File: src/rtl/rf_pkg.sv
// rf_pkg: constants and types shared by the register-file write scheduler and its
// result FIFO.
//   RF_DATA_W / RF_ADDR_W         : default data width and register index width
//   RF_NUM_REGS / RF_REG_ZERO     : register count and the hard-wired zero register
//   RF_FIFO_DEPTH / RF_STARVE_LIMIT : default B buffer depth and starvation limit
//   grant_e                       : which requester owns the write port this cycle
package rf_pkg;

  localparam int RF_DATA_W       = 32;
  localparam int RF_ADDR_W       = 5;
  localparam int RF_NUM_REGS     = 32;
  localparam int RF_REG_ZERO     = 0;
  localparam int RF_FIFO_DEPTH   = 2;
  localparam int RF_STARVE_LIMIT = 4;

  typedef enum logic [1:0] {
    GNT_NONE = 2'd0,
    GNT_A    = 2'd1,
    GNT_B    = 2'd2
  } grant_e;

endpackage

File: src/rtl/rf_result_fifo.sv
// rf_result_fifo: small in-order buffer for long-op (port B) results waiting for the
// register-file write port.
//   clk, rst                  : clock, asynchronous active-high reset (empties the buffer)
//   push_i, push_reg_i/data_i : enqueue one result (caller guarantees !full_o)
//   pop_i                     : dequeue the head (caller guarantees !empty_o)
//   full_o, empty_o           : occupancy flags
//   head_reg_o, head_data_o   : oldest entry, valid while !empty_o
// Push and pop in the same cycle are allowed. DEPTH must be a power of 2 (>= 2) so
// the pointers wrap naturally.
module rf_result_fifo #(
  parameter int DEPTH  = 2,
  parameter int ADDR_W = 5,
  parameter int DATA_W = 32
) (
  input  logic              clk,
  input  logic              rst,
  input  logic              push_i,
  input  logic [ADDR_W-1:0] push_reg_i,
  input  logic [DATA_W-1:0] push_data_i,
  input  logic              pop_i,
  output logic              full_o,
  output logic              empty_o,
  output logic [ADDR_W-1:0] head_reg_o,
  output logic [DATA_W-1:0] head_data_o
);

  localparam int PW = $clog2(DEPTH);

  logic [ADDR_W-1:0] reg_mem [DEPTH];
  logic [DATA_W-1:0] data_mem[DEPTH];
  logic [PW-1:0]     wr_ptr_q, wr_ptr_d;
  logic [PW-1:0]     rd_ptr_q, rd_ptr_d;
  logic [PW:0]       count_q, count_d;

  assign full_o      = (count_q == (PW+1)'(DEPTH));
  assign empty_o     = (count_q == '0);
  assign head_reg_o  = reg_mem[rd_ptr_q];
  assign head_data_o = data_mem[rd_ptr_q];

  always_comb begin
    wr_ptr_d = wr_ptr_q;
    rd_ptr_d = rd_ptr_q;
    count_d  = count_q;
    if (push_i) wr_ptr_d = wr_ptr_q + PW'(1);
    if (pop_i)  rd_ptr_d = rd_ptr_q + PW'(1);
    case ({push_i, pop_i})
      2'b10:   count_d = count_q + (PW+1)'(1);
      2'b01:   count_d = count_q - (PW+1)'(1);
      default: count_d = count_q;
    endcase
  end

  always_ff @(posedge clk or posedge rst) begin
    if (rst) begin
      wr_ptr_q <= '0;
      rd_ptr_q <= '0;
      count_q  <= '0;
    end else begin
      wr_ptr_q <= wr_ptr_d;
      rd_ptr_q <= rd_ptr_d;
      count_q  <= count_d;
    end
  end

  // Storage needs no reset: the pointers and count alone define which entries are live.
  always_ff @(posedge clk) begin
    if (push_i) begin
      reg_mem[wr_ptr_q]  <= push_reg_i;
      data_mem[wr_ptr_q] <= push_data_i;
    end
  end

endmodule

File: src/rtl/regfile_write_scheduler.sv
// regfile_write_scheduler: shares the single register-file write port between the
// pipeline writeback stage (port A, never stalls) and the multi-cycle long-op unit
// (port B, valid/ready through a small FIFO). A busy scoreboard tracks registers whose
// long-latency result is still outstanding and drives decode stalls.
//   clk, rst                    : clock, asynchronous active-high reset
//   a_valid/a_reg/a_data        : writeback request, always accepted unless pipe_stall
//   b_valid/b_ready/b_reg/b_data: long-op result; handshake below
//   iss_valid/iss_reg/iss_ready : long-op issue; marks iss_reg busy when accepted
//   rd_reg1/rd_reg2/rd_stall    : decode sources; stall while either is busy
//   pipe_stall                  : registered, A must be idle the following cycle
//   WB/writeReg/writeData       : registered write to RegisterFile (1 cycle after grant)
//   waw_err                     : sticky, A wrote a register with a pending long op
// Handshake: a B result transfers on a rising edge where b_valid & b_ready are both 1;
// b_ready is 1 exactly when the FIFO is not full and does not depend on b_valid.
module regfile_write_scheduler
  import rf_pkg::*;
#(
  parameter int DATA_W       = RF_DATA_W,
  parameter int ADDR_W       = RF_ADDR_W,
  parameter int FIFO_DEPTH   = RF_FIFO_DEPTH,
  parameter int STARVE_LIMIT = RF_STARVE_LIMIT
) (
  input  logic              clk,
  input  logic              rst,
  input  logic              a_valid,
  input  logic [ADDR_W-1:0] a_reg,
  input  logic [DATA_W-1:0] a_data,
  input  logic              b_valid,
  output logic              b_ready,
  input  logic [ADDR_W-1:0] b_reg,
  input  logic [DATA_W-1:0] b_data,
  input  logic              iss_valid,
  input  logic [ADDR_W-1:0] iss_reg,
  output logic              iss_ready,
  input  logic [ADDR_W-1:0] rd_reg1,
  input  logic [ADDR_W-1:0] rd_reg2,
  output logic              rd_stall,
  output logic              pipe_stall,
  output logic              WB,
  output logic [ADDR_W-1:0] writeReg,
  output logic [DATA_W-1:0] writeData,
  output logic              waw_err
);

  localparam int NUM_REGS = 2 ** ADDR_W;
  localparam int CNT_W    = $clog2(STARVE_LIMIT) + 1;
  localparam logic [ADDR_W-1:0] ZERO_REG = ADDR_W'(RF_REG_ZERO);

  logic              fifo_full, fifo_empty, push, pop;
  logic [ADDR_W-1:0] head_reg;
  logic [DATA_W-1:0] head_data;
  grant_e            gnt;
  logic              iss_set;

  logic [NUM_REGS-1:0] busy_q, busy_d;
  logic [CNT_W-1:0]    starve_q, starve_d;
  logic                stall_q, stall_d;
  logic                wb_q, wb_d;
  logic [ADDR_W-1:0]   wreg_q, wreg_d;
  logic [DATA_W-1:0]   wdata_q, wdata_d;
  logic                waw_q, waw_d;

  rf_result_fifo #(
    .DEPTH (FIFO_DEPTH),
    .ADDR_W(ADDR_W),
    .DATA_W(DATA_W)
  ) u_fifo (
    .clk        (clk),
    .rst        (rst),
    .push_i     (push),
    .push_reg_i (b_reg),
    .push_data_i(b_data),
    .pop_i      (pop),
    .full_o     (fifo_full),
    .empty_o    (fifo_empty),
    .head_reg_o (head_reg),
    .head_data_o(head_data)
  );

  assign b_ready   = ~fifo_full;
  assign push      = b_valid & ~fifo_full;
  assign iss_ready = (iss_reg == ZERO_REG) | ~busy_q[iss_reg];
  assign iss_set   = iss_valid & iss_ready & (iss_reg != ZERO_REG);
  assign rd_stall  = busy_q[rd_reg1] | busy_q[rd_reg2];

  // A wins unless pipe_stall is up; during pipe_stall the B head is forced through.
  always_comb begin
    gnt = GNT_NONE;
    if (a_valid && !stall_q) gnt = GNT_A;
    else if (!fifo_empty)    gnt = GNT_B;
  end
  assign pop = (gnt == GNT_B);

  always_comb begin
    wb_d    = 1'b0;
    wreg_d  = wreg_q;
    wdata_d = wdata_q;
    waw_d   = waw_q;
    busy_d  = busy_q;
    case (gnt)
      GNT_A: begin
        wb_d    = (a_reg != ZERO_REG);
        wreg_d  = a_reg;
        wdata_d = a_data;
        if (busy_q[a_reg]) waw_d = 1'b1;
      end
      GNT_B: begin
        wb_d    = (head_reg != ZERO_REG);
        wreg_d  = head_reg;
        wdata_d = head_data;
        busy_d[head_reg] = 1'b0;
      end
      default: ;
    endcase
    // Applied after the clear so a same-cycle set of the same register wins.
    if (iss_set) busy_d[iss_reg] = 1'b1;
    busy_d[RF_REG_ZERO] = 1'b0;
  end

  // Count consecutive cycles the B head loses to A; saturates at the threshold.
  always_comb begin
    starve_d = starve_q;
    stall_d  = 1'b0;
    if (fifo_empty || gnt == GNT_B) begin
      starve_d = '0;
    end else if (gnt == GNT_A) begin
      if (starve_q < CNT_W'(STARVE_LIMIT - 1)) starve_d = starve_q + CNT_W'(1);
      stall_d = (starve_q >= CNT_W'(STARVE_LIMIT - 1));
    end
  end

  always_ff @(posedge clk or posedge rst) begin
    if (rst) begin
      busy_q   <= '0;
      starve_q <= '0;
      stall_q  <= 1'b0;
      wb_q     <= 1'b0;
      wreg_q   <= '0;
      wdata_q  <= '0;
      waw_q    <= 1'b0;
    end else begin
      busy_q   <= busy_d;
      starve_q <= starve_d;
      stall_q  <= stall_d;
      wb_q     <= wb_d;
      wreg_q   <= wreg_d;
      wdata_q  <= wdata_d;
      waw_q    <= waw_d;
    end
  end

  assign pipe_stall = stall_q;
  assign WB         = wb_q;
  assign writeReg   = wreg_q;
  assign writeData  = wdata_q;
  assign waw_err    = waw_q;

  // The pipeline must hold off A for the cycle after pipe_stall is raised.
  a_no_a_during_stall: assert property (@(posedge clk) disable iff (rst) stall_q |-> !a_valid);

endmodule

File: config.mk
export PLATFORM = sky130hd
export DESIGN_NAME = regfile_write_scheduler
export DESIGN_NICKNAME = d
export VERILOG_FILES = /design/src/rtl/rf_pkg.sv /design/src/rtl/rf_result_fifo.sv /design/src/rtl/regfile_write_scheduler.sv
export SDC_FILE = /design/constraint.sdc
export NUM_CORES = 1
export LEC_CHECK = 0
export ABC_AREA = 1
export CORE_MARGIN = 2
export CORE_UTILIZATION = 50
export CTS_CLUSTER_SIZE = 20
export DETAILED_ROUTE_END_ITERATION = 16
export PLACE_DENSITY = 0.83
export SETUP_SLACK_MARGIN = 0.5
export SYNTH_ARGS = -nofsm -noshare
export SYNTH_HDL_FRONTEND = slang
export SYNTH_SLANG_ARGS = --single-unit
File: constraint.sdc
create_clock -name clk -period 3.1 [get_ports clk]
set_clock_uncertainty 0.1 [all_clocks]
set_input_delay 0.31 -clock clk [delete_from_list [all_inputs] [get_ports clk]]
set_output_delay 0.31 -clock clk [all_outputs]
set_load 0.005 [all_outputs]
==> metrics, run 1 <==
Initial Utilization=0.507; area added between synthesis and finish=28.5%; die area=16,300 um2; Yosys warnings=0; DP Area=9120 um2; Internal Power=0.00528 W; Seq cells post-synth=152; CP Cell Sequence=nand2_1 > nand2_1 > nand2_1 > nand2_1 > nand2_1 > nand2_1 > nor2_4 > and2_2 > clkdlybuf4s50_1; Peak VDD IR=0.000460 V; flop2flop setup slack=720 ps; Final Util=0.652; crit end category=output pin; crit path time final=2530 ps; First DRT Iteration DRCs=748; reg2reg start=pipe_stall$_DFF_PP0_; routed length per instance=18.1 um; P_leak=4.08 nW; die width=128 um; Worst Setup Slack, final=574 ps; Reg power frac=0.414; first-pass GRT wire length=34,200 um; number of global-route vias before repair=6,643; most frequent cells in the layout=231 x nand2_1, 129 x clkdlybuf4s50_1, 74 x edfxtp_1; startpoint types=register; RSZ-0062 raised after global routing=false; Critical Path RT=2690 ps; Final Max Tran Viols=0; pre-CTS setup slack=-5.16 ps; syn nets=949; vias per inst=5.84; capturing point of the worst reg2reg path=writeData[4]$_DFFE_PP0P_; placed cell count=1,151; Antenna Nets Post-Route=0; Worst-Margin Slew=870 ps; R2R depth=5; total grt overflow=0; layout cells sized above 1=0.105; Vias=6,932; area of the multi-input gates=2980 um2; # DRC=0; clock buffer depth=2; Sw Pwr=0.00323 W; Max Cap Viol=0; GPL Wtd Cong=0.918; Clk network pwr share=0.235; Final Cycle Share=0.815; Final Hold Fails=0; io pins=137; worst setup path class=register to output pin; crit path to=iss_ready; clk sinks=152; relative slew slack=0.419; CP max stage cell=clkdlybuf4s50_1; Crit Path Max Fanout=5; Cell variety after synth=41; CTS tree=done; post-synthesis sequential area ratio=0.547; worst hold path type=input port to async pin; die extent in y=128 um; gr usage total=0.271; sw frac=0.380; syn avg cell area=8.95 um2; Setup Viol. Count Final=0; synthesized area=7630 um2; dpl hpwl=14,300 um; num rows=45; Critical Path Source=busy_q[26]$_DFF_PP0_; Pwr Total=0.00851 W; diode count=0; run status=finished, final reports clean; Comb power frac=0.351; CTS Root Cell=clkbuf_16; largest net degree at the start of global routing=79; commonest non-fill, non-tap cell in the layout=nand2_1; Crit path arrival time=2120 ps; Most Frequent Cell on Critical Path=nand2_1; core area=15,000 um2; PortBufs=136; FF/Latch Area=4180 um2; H-tree depth=4; Syn Inst Count=852; clock slew seen by the registers of the worst setup and hold paths=70 ps; DRT Pass-1 Iters=5; CTS buffer count=17; PD cells=868 nW/um2; hold bufs inserted after CTS=0; routed wire length=21,500 um; Final Non-Filler Cells=1,188; clock latency on the worst-skew pair=420 ps; Max Fclk=0.396 GHz; cell area after layout=9800 um2; NumNets Final=1,084; slowest stage delay, CP=490 ps; initial antenna violation count=0; Filler Cell Count=1,182
## metrics by stage
stage	hold slack (ps)	TNS [ps]
global route	251	0
CTS	216	0
finish	175	0
floorplan	309	0
global placement	370	0
detailed placement	369	-5.16
## cell families after synthesis
group	Yosys count	synth area share
and+or+nand+nor	415	0.238
AOI/OAI and AO/OA	168	0.133
DFF	152	0.547
buffers and inverters	110	0.0722
xor gates and xnor gates	3	0.00345
adders and majority gates	3	0.00492
muxes	1	0.00131
## worst min path at each step
stage	from	end	slack, ps	cells after the start
after floorplan	b_data[0]	u_fifo.data_mem[0][0]$_DFFE_PP_	310	0
after global placement	writeData[10]$_DFFE_PP0P_	writeData[10]$_DFFE_PP0P_	370	2
after CTS	rst	writeData[9]$_DFFE_PP0P_	220	3
after global routing	rst	writeData[13]$_DFFE_PP0P_	250	3
after detailed placement	waw_err$_DFFE_PP0P_	waw_err$_DFFE_PP0P_	370	2
final	rst	writeData[9]$_DFFE_PP0P_	180	3
## cell usage after synthesis, drive strengths merged
| library cell | number | area share |
|---|---|---|
| a21oi | 35 | 0.023 |
| a221o | 12 | 0.016 |
| a31oi | 5 | 0.0041 |
| and2 | 1 | 0.00098 |
| buf | 29 | 0.028 |
| clkbuf | 13 | 0.0090 |
| clkinv | 1 | 0.00049 |
| dfrtp | 78 | 0.26 |
| edfxtp | 74 | 0.29 |
| ha | 3 | 0.0049 |
| inv | 67 | 0.034 |
| mux2i | 1 | 0.0013 |
| nand2 | 241 | 0.12 |
| nand3 | 65 | 0.043 |
| nand3b | 1 | 0.00098 |
| nand4 | 32 | 0.026 |
| nor2 | 63 | 0.035 |
| nor3 | 8 | 0.0053 |
| o211ai | 18 | 0.018 |
| o21ai | 83 | 0.055 |
| o221a | 3 | 0.0044 |
| o221ai | 3 | 0.0034 |
| o22ai | 4 | 0.0033 |
| o311ai | 5 | 0.0057 |
| or2 | 4 | 0.0033 |
| xnor2 | 2 | 0.0023 |
| xor2 | 1 | 0.0011 |
## registers in the layout (all words and copies together), names as in the netlist
signal,count
u_fifo.reg_mem,10
writeReg,5
busy_q,31
pipe_stall,1
starve_q,3
u_fifo.count_q,2
waw_err,1
u_fifo.data_mem,64
u_fifo.wr_ptr_q,1
u_fifo.rd_ptr_q,1
WB,1
writeData,32
## power groups by stage
stage | registers [W] | logic, W | clock network, W
2_1_floorplan | 0.00326 | 0.00173 | 0
3_3_place_gp | 0.00350 | 0.00284 | 0
3_5_place_dp | 0.00350 | 0.00292 | 0
4_1_cts | 0.00348 | 0.00297 | 0.00201
5_1_grt | 0.00357 | 0.00333 | 0.00211
6_report | 0.00352 | 0.00299 | 0.00200
## worst max-delay path: cells and delay by family (launching register included)
kind | cells | cell delay, ps
flops | 1 | 480
simple gates | 8 | 730
buf+inv | 1 | 490
## layer usage
| metal | global-route usage | routed length, um | up-vias |
|---|---|---|---|
| met4 | 0.114 | 679 | 0 |
| met2 | 0.431 | 10300 | 381 |
| li1 | - | - | 3217 |
| met1 | 0.353 | 8630 | 3283 |
| met3 | 0.0724 | 1950 | 51 |
| met5 | 0 | 0 | - |
## what timing repair did
| item | in CTS | in global routing |
|---|---|---|
| gates cloned | 2 | 0 |
| endpoints found under the hold margin | 0 | 0 |
| setup buffers | 2 | 1 |
| endpoints found under the setup margin | 2 | 2 |
| pin swaps | 2 | 0 |
| gates resized for setup | 3 | 28 |
## final cells by class
class,count,share of cell area
clock buffers,17,0.0434
clock inverters,15,0.0146
inverters,68,0.0274
multi-input cells,592,0.304
flip-flops and latches,152,0.426
well taps,188,0.0240
repair buffers,156,0.160
No activity file was read; power rests on OpenSTA's default activity.
==> run 2: changes to the inputs <==
- clock period: 3.1 -> 2.5 ns (I/O delays scaled with it)
==> metrics, run 2 (synthesis results as in run 1) <==
PD cells=1100 nW/um2; Worst-Margin Slew=898 ps; relative slew slack=0.401; DRT Pass-1 Iters=7; die extent in y=128 um; WHS=181 ps; Final Hold Fails=0; Sw Pwr=0.00423 W; number of global-route vias before repair=6,798; Final Max Tran Viols=0; Final Util=0.671; routed wl met2=10,800 um; Comb power frac=0.376; total grt overflow=0; Crit Path Max Fanout=3; hold bufs inserted after CTS=0; R2R depth=8; diode count=0; core area=15,000 um2; Max Fclk=0.497 GHz; # DRC=0; routed length per instance=18.5 um; CTS tree=done; Reg power frac=0.396; worst setup path class=register to output pin; Internal Power=0.00683 W; RSZ-0062 raised after global routing=true; num rows=45; GPL Wtd Cong=0.918; Critical Path RT=2150 ps; Initial Utilization=0.507; most frequent cells in the layout=229 x nand2_1, 126 x clkdlybuf4s50_1, 74 x edfxtp_1; largest net degree at the start of global routing=79; number of flip-flops under the largest register name=64; crit path time final=2010 ps; layout cells sized above 1=0.169; dpl hpwl=14,800 um; CTS Root Cell=clkbuf_16; initial antenna violation count=0; H-tree depth=4; Max Cap Viol=0; CTS buffer count=17; max layer used=met4; PortBufs=136; gr usage total=0.284; Vias=7,108; Antenna Nets Post-Route=0; routed wire length=22,600 um; Peak VDD IR=0.000628 V; Worst Setup Slack, final=487 ps; Crit path arrival time=1660 ps; First DRT Iteration DRCs=775; die area=16,300 um2; crit end category=output pin; commonest non-fill, non-tap cell in the layout=nand2_1; io pins=137; Final Cycle Share=0.805; Final TNS setup=0 ps; die width=128 um; area added between synthesis and finish=32.4%; clock slew seen by the registers of the worst setup and hold paths=70 ps; first-pass GRT wire length=35,800 um; sw frac=0.383; clk sinks=152; Clk network pwr share=0.228; met1 wire length=8940 um; pre-CTS setup slack=11.6 ps; P_leak=4.20 nW; Reg with most FFs=u_fifo.data_mem; run status=finished, final reports clean; Setup Viol. Count Final=0; startpoint types=register; worst hold path type=input port to async pin; clock latency on the worst-skew pair=420 ps; vias per inst=5.81; NumNets Final=1,120; met3 WL=2190 um; clock buffer depth=2
run 2: timing repair:
| item | in CTS | in global routing |
|---|---|---|
| gates cloned | 2 | 0 |
| setup endpoints to repair | 22 | 39 |
| pin swaps | 7 | 12 |
| gates resized for setup | 61 | 19 |
| buffers inserted | 16 | 8 |
run 2: power groups by stage:
stage                     combinational, W  sequential, W  clock [W]
after floorplan                    0.00215        0.00404          0
after global placement             0.00353        0.00436          0
after detailed placement           0.00364        0.00437          0
after CTS                          0.00393        0.00437    0.00255
after global routing               0.00453        0.00445    0.00267
final                              0.00416        0.00439    0.00252
run 2: final timing paths:
kind | startpoint | end | slack, ps
max in group asynchronous | rst | u_fifo.rd_ptr_q$_DFFE_PP0N_ | 1730
setup / recovery | busy_q[31]$_DFF_PP0_ | iss_ready | 490
setup reg to reg | u_fifo.count_q[0]$_DFFE_PP0P_ | u_fifo.count_q[1]$_DFFE_PP0P_ | 620
min in group clk | b_data[3] | u_fifo.data_mem[1][3]$_DFFE_PP_ | 310
hold / removal | rst | writeData[25]$_DFFE_PP0P_ | 180
hold reg to reg | waw_err$_DFFE_PP0P_ | waw_err$_DFFE_PP0P_ | 400
run 2: worst max-delay path, cell delays in order (launching register included):
cell and delay (ps):
dfrtp_1 420, buf_4 160, nand2_1 50, nand2_1 50, nand2_1 50, nand2_1 60
nand2_2 60, nand2_2 70, nor2_4 90, and2_2 140, clkbuf_2 100
run 2: metrics by stage:
step                      total power, W  cells  instance area, um2
after floorplan                  0.00619    852                7630
after global placement           0.00788   1166                9230
after detailed placement         0.00801   1166                9230
after CTS                         0.0108   1216               10000
after global routing              0.0116   1224               10100
final                             0.0111   1224               10100
run 2: per-layer routing:
layer | GRT usage | vias to the layer above
met5 | 0 | -
met4 | 0.123 | 0
met2 | 0.451 | 414
li1 | - | 3293
met1 | 0.372 | 3344
met3 | 0.0716 | 57
run 2: layout make-up:
cell class	instances	area [um2]
clock buffers	17	425
clock inverters	15	155
fillers	1150	4940
inverters	68	275
multi-input cells	591	2980
flip-flops and latches	152	4210
well taps	188	235
repair buffers	193	1820
